===== config.mk =====
export PLATFORM = sky130hd
export DESIGN_NAME = cb_portb_wr_seq
export DESIGN_NICKNAME = d
export VERILOG_FILES = /design/src/rtl/cb_portb_wr_seq.sv
export SDC_FILE = /design/constraint.sdc
export NUM_CORES = 1
export LEC_CHECK = 0
export CAP_MARGIN = 0
export CORE_MARGIN = 2
export CORE_UTILIZATION = 30
export DETAILED_ROUTE_END_ITERATION = 10
export PLACE_DENSITY = 0.62
export SLEW_MARGIN = 10
export SYNTH_ARGS = -nofsm -noshare
export SYNTH_HDL_FRONTEND = slang
export SYNTH_SLANG_ARGS = --single-unit

===== constraint.sdc =====
create_clock -name clk -period 2.5 [get_ports clk]
set_input_delay 0.75 -clock clk [delete_from_list [all_inputs] [get_ports clk]]
set_output_delay 0.75 -clock clk [all_outputs]
set_load 0.005 [all_outputs]

===== src/rtl/cb_portb_wr_seq.sv =====
// cb_portb_wr_seq: port-B write sequencer for the covariance bank.
// Takes a row-burst request, steers the port-B data mapper (direction select
// and new-landmark half flag), and emits per-bank write enables and
// addresses. Enables and addresses are registered so they line up with the
// mapper's registered data output.
//
// Optional build macro CB_WR_ERR_EN: adds a sticky 'err' output. It flags
// c_valid outside WRITE and over-range row counts; over-range requests are
// clamped to ROW_LEN rows.
module cb_portb_wr_seq #(
  parameter int L       = 4,
  parameter int RSA_DW  = 16,
  parameter int CB_AW   = 10,
  parameter int ROW_LEN = 10,
  localparam int RW     = $clog2(ROW_LEN + 1)
) (
  input  logic             clk,
  input  logic             sys_rst_n,
  input  logic             req_valid,
  output logic             req_ready,
  input  logic [CB_AW-1:0] req_base,
  input  logic [RW-1:0]    req_rows,
  input  logic [1:0]       req_dir,
  input  logic             req_l_k_0,
  input  logic             c_valid,
  output logic [1:0]       CB_dinb_sel,
  output logic             l_k_0,
  output logic [L-1:0]     CB_web,
  output logic [CB_AW-1:0] CB_addrb,
  output logic             done
`ifdef CB_WR_ERR_EN
  ,
  output logic             err
`endif
);

  localparam logic [1:0] S_IDLE  = 2'd0;
  localparam logic [1:0] S_WRITE = 2'd1;
  localparam logic [1:0] S_DRAIN = 2'd2;
  localparam logic [1:0] S_DONE  = 2'd3;

  localparam logic [1:0] DIR_IDLE = 2'b00;
  localparam logic [1:0] DIR_NEG  = 2'b10;
  localparam logic [1:0] DIR_NEW  = 2'b11;

  // Lower half of the row belongs to the l_k_0=1 landmark half, upper half
  // to l_k_0=0.
  localparam logic [L-1:0] MASK_LO = L'((1 << (L / 2)) - 1);
  localparam logic [L-1:0] MASK_HI = ~MASK_LO;

  // The lane data width only has to be sane for the bus this block sits on;
  // a zero width would leave the sequencer with nothing to accept.
  localparam logic DW_OK = (RSA_DW > 0);

  logic [1:0]       state_q, state_d;
  logic [1:0]       dir_q, dir_d;
  logic             lk_q, lk_d;
  logic [RW-1:0]    rows_q, rows_d;
  logic [CB_AW-1:0] anext_q, anext_d;
  logic [L-1:0]     web_q, web_d;
  logic [CB_AW-1:0] addrb_q, addrb_d;
  logic [L-1:0]     wr_mask;
  logic [RW-1:0]    rows_in;
  logic             accept;

  assign accept = (state_q == S_IDLE) && req_valid;

`ifdef CB_WR_ERR_EN
  logic err_q, err_d;
  logic rows_over;

  assign rows_over = (req_rows > RW'(ROW_LEN));
  assign rows_in   = rows_over ? RW'(ROW_LEN) : req_rows;

  // Sticky error: reloaded on each accepted request, then set by stray c_valid.
  always_comb begin
    err_d = err_q;
    if (accept) err_d = rows_over;
    if (c_valid && (state_q != S_WRITE)) err_d = 1'b1;
  end

  // Error flag register.
  always_ff @(posedge clk or negedge sys_rst_n) begin
    if (!sys_rst_n) err_q <= 1'b0;
    else            err_q <= err_d;
  end

  assign err = err_q;
`else
  assign rows_in = req_rows;
`endif

  // Write-enable mask for the latched burst direction and landmark half.
  always_comb begin
    wr_mask = '1;
    if (dir_q == DIR_NEW) wr_mask = lk_q ? MASK_LO : MASK_HI;
  end

  // Next-state and datapath update for the burst sequencer.
  // NOTE: combinational logic uses blocking '=' and assigns every output a
  // default first, so no path leaves a variable unassigned (no latch).
  always_comb begin
    state_d = state_q;
    dir_d   = dir_q;
    lk_d    = lk_q;
    rows_d  = rows_q;
    anext_d = anext_q;
    addrb_d = addrb_q;
    web_d   = '0;
    case (state_q)
      S_IDLE: begin
        if (req_valid) begin
          dir_d   = req_dir;
          lk_d    = req_l_k_0;
          rows_d  = rows_in;
          anext_d = req_base;
          if ((rows_in == '0) || (req_dir == DIR_IDLE)) state_d = S_DONE;
          else                                           state_d = S_WRITE;
        end
      end
      S_WRITE: begin
        // A bubble leaves web_d at zero and the address untouched.
        if (c_valid) begin
          web_d   = wr_mask;
          addrb_d = anext_q;
          anext_d = (dir_q == DIR_NEG) ? anext_q - CB_AW'(1)
                                       : anext_q + CB_AW'(1);
          rows_d  = rows_q - RW'(1);
          if (rows_q == RW'(1)) state_d = S_DRAIN;
        end
      end
      S_DRAIN: state_d = S_DONE;
      S_DONE:  state_d = S_IDLE;
      default: state_d = S_IDLE;
    endcase
  end

  // State and datapath registers; reset aborts any burst in flight.
  // NOTE: sequential state uses non-blocking '<=' so every register samples
  // the pre-edge values regardless of statement order.
  always_ff @(posedge clk or negedge sys_rst_n) begin
    if (!sys_rst_n) begin
      state_q <= S_IDLE;
      dir_q   <= DIR_IDLE;
      lk_q    <= 1'b0;
      rows_q  <= '0;
      anext_q <= '0;
      web_q   <= '0;
      addrb_q <= '0;
    end else begin
      state_q <= state_d;
      dir_q   <= dir_d;
      lk_q    <= lk_d;
      rows_q  <= rows_d;
      anext_q <= anext_d;
      web_q   <= web_d;
      addrb_q <= addrb_d;
    end
  end

  assign req_ready   = (state_q == S_IDLE) && DW_OK;
  assign CB_dinb_sel = ((state_q == S_WRITE) && c_valid) ? dir_q : DIR_IDLE;
  assign l_k_0       = lk_q;
  assign CB_web      = web_q;
  assign CB_addrb    = addrb_q;
  assign done        = (state_q == S_DONE);

endmodule


* Yosys cells after proc, flatten, opt, wreduce, memory -nomap -nowiden
Index checks and enable logic that the tools add are counted.
** Word-level totals
- Bits in registers :: 33
- Input port bits :: 21
- Output and inout bits :: 19
- Logic and storage cells :: 46
** Cells by class
- Add/sub/neg operators :: 3
- Eq/ne operators :: 9
- Multiplexer cells :: 17
- Reduce and logical (&&, ||, !) cells :: 10
** Operators with widths (number)
- $mux 10 :: 3
- $mux 4 :: 6
- $pmux 10 s2 :: 1
- $add 10x1->10 const B :: 1
- $mux 2 :: 5
- $sub 10x1->10 const B :: 1
- $eq 2x2->1 const B :: 4
- $pmux 2 s4 :: 1
- $pmux 4 s2 :: 1
- $ne 2x2->1 const B :: 3
- $reduce_and 3->1 :: 2
- $eq 4x1->1 const B :: 1
- $logic_not 2->1 :: 2
- $logic_not 4->1 :: 1
- $reduce_and 2->1 :: 2
- $sub 4x1->4 const B :: 1
- $eq 2x1->1 const B :: 1
- $reduce_bool 2->1 :: 1
- $logic_and 1x1->1 :: 1
- $logic_or 1x1->1 :: 1

* Depth between registers and ports, before layout
- Word-level depth :: 5
- Depth in mapped cells :: 9

* Least setup slack after synthesis
Ideal clock, no wire load.
- Path type :: register to output
- From :: register state_q[1]
- To :: output CB_dinb_sel[0]
- Arrival :: 1.442 ns
- Data required time :: 1.750 ns
- Slack :: 0.308 ns
- Stages on the path, launching flop included :: 6
- Path buffers :: 2
- Cells stage by stage :: dfrtp_1 inv_1 ha_1 clkbuf_1 clkbuf_1 and3_1
** On the way
- Longest elaborated chain between the ends :: 3
** RTL lines
- start, declared :: line 55 : logic [1:0] state_q, state_d;
- start signal, assigned :: line 151 : state_q <= state_d;
- $eq 2x1->1 :: line 162 : assign CB_dinb_sel = ((state_q == S_WRITE) && c_valid) ? dir_q : DIR_IDLE;
- $logic_and 1x1->1 :: line 162
- $mux 2 :: line 162
- end, declared :: line 26 : output logic [1:0] CB_dinb_sel,
No other way between the ends.

* Worst setup path in the final report
- From :: input c_valid
- To :: output CB_dinb_sel[0]
** On the way
- Longest elaborated chain between the ends :: 2
** RTL lines
- start, declared :: line 25 : input logic c_valid,
- $logic_and 1x1->1 :: line 162
- $mux 2 :: line 162
No other way between the ends.

==> flow_summary_export.csv <==
group,metric,value,unit
power_and_ir_drop,combPwrFrac,49.3,%
job,maxCapViolations,0,
setup_path,crit_family,"buffers and inverters",
logic_synthesis,synth.top_cells.by_area,"dfrtp_1 (44%), mux2_2 (8.4%), ha_1 (5.0%)",
sta,slew_headroom,72.3,%
logic_synthesis,yosys_warnings,0,
routing,route.final.wire_length,3960,um
sta,final-hold-violation-count,0,
sta,setup_viol,0,
power_and_ir_drop,p_int,0.00179,W
cts,postCtsSetupBuffers,0,
routing,route.antenna.remaining_nets,0,
final_layout,nNetsFinal,250,
placement,placed_area,2250,sq um
final_layout,drive_gt1_share,15.7,%
final_layout,layout_commonest_cell,"clkdlybuf4s50_1",
power_and_ir_drop,finalPower,0.00292,W
sta,post-route-min-period,2.45,ns
final_layout,multiInputGateArea,903,sq um
sta,finalMaxSlewViolations,0,
power_and_ir_drop,swShare,38.5,%
placement,gp_congestion,0.828,
power_and_ir_drop,p_per_area,1240,nW/um^2
placement,dp_cells,287,
setup_path,worstSetupEndpointType,"output pin",
routing,routedWlPerCell,13.4,um
setup_path,critical_path_required,1.75,ns
placement,dp_hpwl,2960,um
logic_synthesis,synthAdderAreaFrac,5.01,%
global_routing,grt_pass1_wl,6830,um
logic_synthesis,synth.distinct_cells,37,
logic_synthesis,synthXorXnorAreaFrac,0.501,%
setup_path,crit_type,"input pin to output pin",
run_status,status,"finished, final reports clean",
cts,cts_buffers,5,
logic_synthesis,yosys.area_share.simple,17.7,%
floorplanning,chipHeight,80.4,um
sta,rsz0062_at_grt,"yes",
routing,vias,1472,
logic_synthesis,synthesis.nets,205,
power_and_ir_drop,seq_power_share,35.8,%
logic_synthesis,synth_compound_area_share,16.5,%
logic_synthesis,netlist_instances,177,
logic_synthesis,synth_top_family_by_area,"simple AND/OR/NAND/NOR gates",
cts,htreeDepth,2,
floorplanning,ios,40,
setup_path,crit_chain,"dlygate4sd2_1 > and3_1 > clkdlybuf4s50_1",
sta,finalCritPeriodShare,98.1,%
setup_path,crit_fanout,4,
setup_path,cp.arrival,1.70,ns
global_routing,track_usage,13.8,%
floorplanning,fp.dieArea,6460,sq um
cts,cts_tree,"built",
cts,cts.path.max_buffers,2,
floorplanning,start_util,31.4,%
logic_synthesis,avgSynthCellArea,9.88,sq um
hold_path,hp-class,"flop to flop",
final_layout,syn2layout_area_growth,34.5,%
power_and_ir_drop,ir_worst_vdd,428,uV
power_and_ir_drop,leakage,0.981,nW
sta,max_freq,408,MHz
logic_synthesis,synth_area,1750,sq um
global_routing,antenna_found_initial,0,
floorplanning,dieWidth,80.4,um
logic_synthesis,synthMuxAreaShare,11.8,%
power_and_ir_drop,p_sw,0.00113,W
routing,drc,0,
floorplanning,core-area,5570,sq um
global_routing,overflow,0,
final_layout,regArea,776,sq um
routing,drt-initial-drc-count,93,
global_routing,first_global_vias,1477,
routing,vias_per_cell,4.99,
setup_path,worst-path-buf-inv,2,
setup_path,max_stage_delay,0.50,ns
logic_synthesis,ys_seq_area_share,44.3,%
global_routing,grt_max_degree,32,
placement,portBuffers,39,
cts,root_buffer,"clkbuf_8",
logic_synthesis,yosys.area.top_type,"dfrtp_1",
sta,fin_skew,0.00491,ns
final_layout,fin_area,2350,sq um
final_layout,diodes,0,
setup_path,startpoint_type,"input pin",
routing,firstDrtPassIters,4,
cts,clock_sinks,31,
final_layout,final.fill_count,570,
final_layout,fin_cells,295,
power_and_ir_drop,clock_power_share,15.0,%
sta,worstMarginPinSlew,0.411,ns
logic_synthesis,ys_ff_latch,31,
final_layout,layout_common_cells,"clkdlybuf4s50_1 (38), dfrtp_1 (31), nor2_1 (14)",
setup_path,cpMaxStageDelayCell,"clkdlybuf4s50_1",
logic_synthesis,synth.top_cell.area_share,44.3,%
cts,clk_latency,0.28,ns
cts,clkTransAtPathRegs,0.06,ns
floorplanning,rows,27,
sta,worst_hold_slack,0.484,ns
worst min-delay path: cells and delay by family (launching register included):
kind / cells / cell delay (ns)
and+or+nand+nor: 1 / 0.05
DFF: 1 / 0.34
AOI/OAI and AO/OA: 1 / 0.06
cells by family (layout without fill, tap and decap cells):
kind of cell             count (synthesis)  after routing
multiplexers                            19             19
XOR/XNOR                                 1              1
adder cells (fa/ha/maj)                  7              7
AO/OA/AOI/OAI                           46             46
flip-flops                              31             31
AND/OR/NAND/NOR                         56             56
buffers and inverters                   17             63
final cells by class:
| class | instances | share of cell area, % |
|---|---|---|
| repair buffers | 48 | 19.4 |
| flip-flops and latches | 31 | 33.0 |
| well taps | 72 | 3.83 |
| clock buffers | 8 | 4.26 |
| inverters | 7 | 1.12 |
| multi-input cells | 129 | 38.4 |
per-stage QoR:
| step | setup WS [ns] | TNS [ns] | util [%] |
|---|---|---|---|
| final | 0.0481 | 0 | 42.2 |
| after global routing | -0.00303 | -0.00303 | 42.2 |
| after CTS | 0.0424 | 0 | 42.2 |
| after detailed placement | -0.225 | -0.413 | 40.4 |
| after global placement | -0.220 | -0.400 | 40.4 |
| after floorplan | 0.308 | 0 | - |
flip-flops by register name (all words and copies together), names as in the netlist:
| signal | count |
|---|---|
| rows_q | 4 |
| CB_addrb | 10 |
| anext_q | 10 |
| l_k_0 | 1 |
| state_q | 2 |
| CB_web | 2 |
| dir_q | 2 |
what timing repair did:
action                                  in CTS  in global routing
endpoints found under the setup margin       2                  2
gates resized for setup                      1                  1
gates cloned                                 0                  0
hold buffers                                 0                  0
synth_stat cells:
master,instances
dfrtp_1,31
nor2_1,14
a21oi_1,13
mux2_2,13
o21ai_0,10
nand2_1,9
nand3_1,8
o22ai_1,8
clkbuf_1,7
ha_1,7
inv_1,7
mux2i_1,6
nor3_1,6
nand2b_1,5
and3_1,3
o211ai_1,3
a22oi_2,2
a31oi_1,2
buf_4,2
nor2b_1,2
o31ai_1,2
or3_1,2
a21o_1,1
a22oi_1,1
and2_1,1
buf_2,1
nand4_1,1
nor4_1,1
nor4_4,1
nor4b_2,1
nor4bb_1,1
o21ai_1,1
o22a_1,1
o32a_1,1
o32ai_1,1
or4b_4,1
xor2_1,1
power by group through the flow:
stage | logic (W) | registers, W | clock network [W]
after detailed placement | 0.00145 | 0.00105 | 0
after global placement | 0.00142 | 0.00105 | 0
after CTS | 0.00145 | 0.00105 | 0.000446
final | 0.00144 | 0.00104 | 0.000437
after global routing | 0.00163 | 0.00109 | 0.000473
after floorplan | 0.000961 | 0.000960 | 0
worst paths after layout:
check	start	to	cells past startpoint	slack, ns
max in group asynchronous	sys_rst_n	CB_web[2]	2	1.35
min in group asynchronous	sys_rst_n	CB_addrb[5]	2	0.87
max reg2reg	dir_q[1]	anext_q[6]	8	0.57
max	c_valid	CB_dinb_sel[0]	3	0.05
min reg2reg	CB_addrb[2]	CB_addrb[2]	2	0.48
min	CB_addrb[2]	CB_addrb[2]	2	0.48
per-layer routing:
metal / wire (um) / GRT usage (%)
met5: 0 / 0
met1: 1860 / 17.9
met2: 1880 / 21.9
met4: 38 / 5.42
met3: 186 / 3.60
Power figures use the tool's default switching activity.
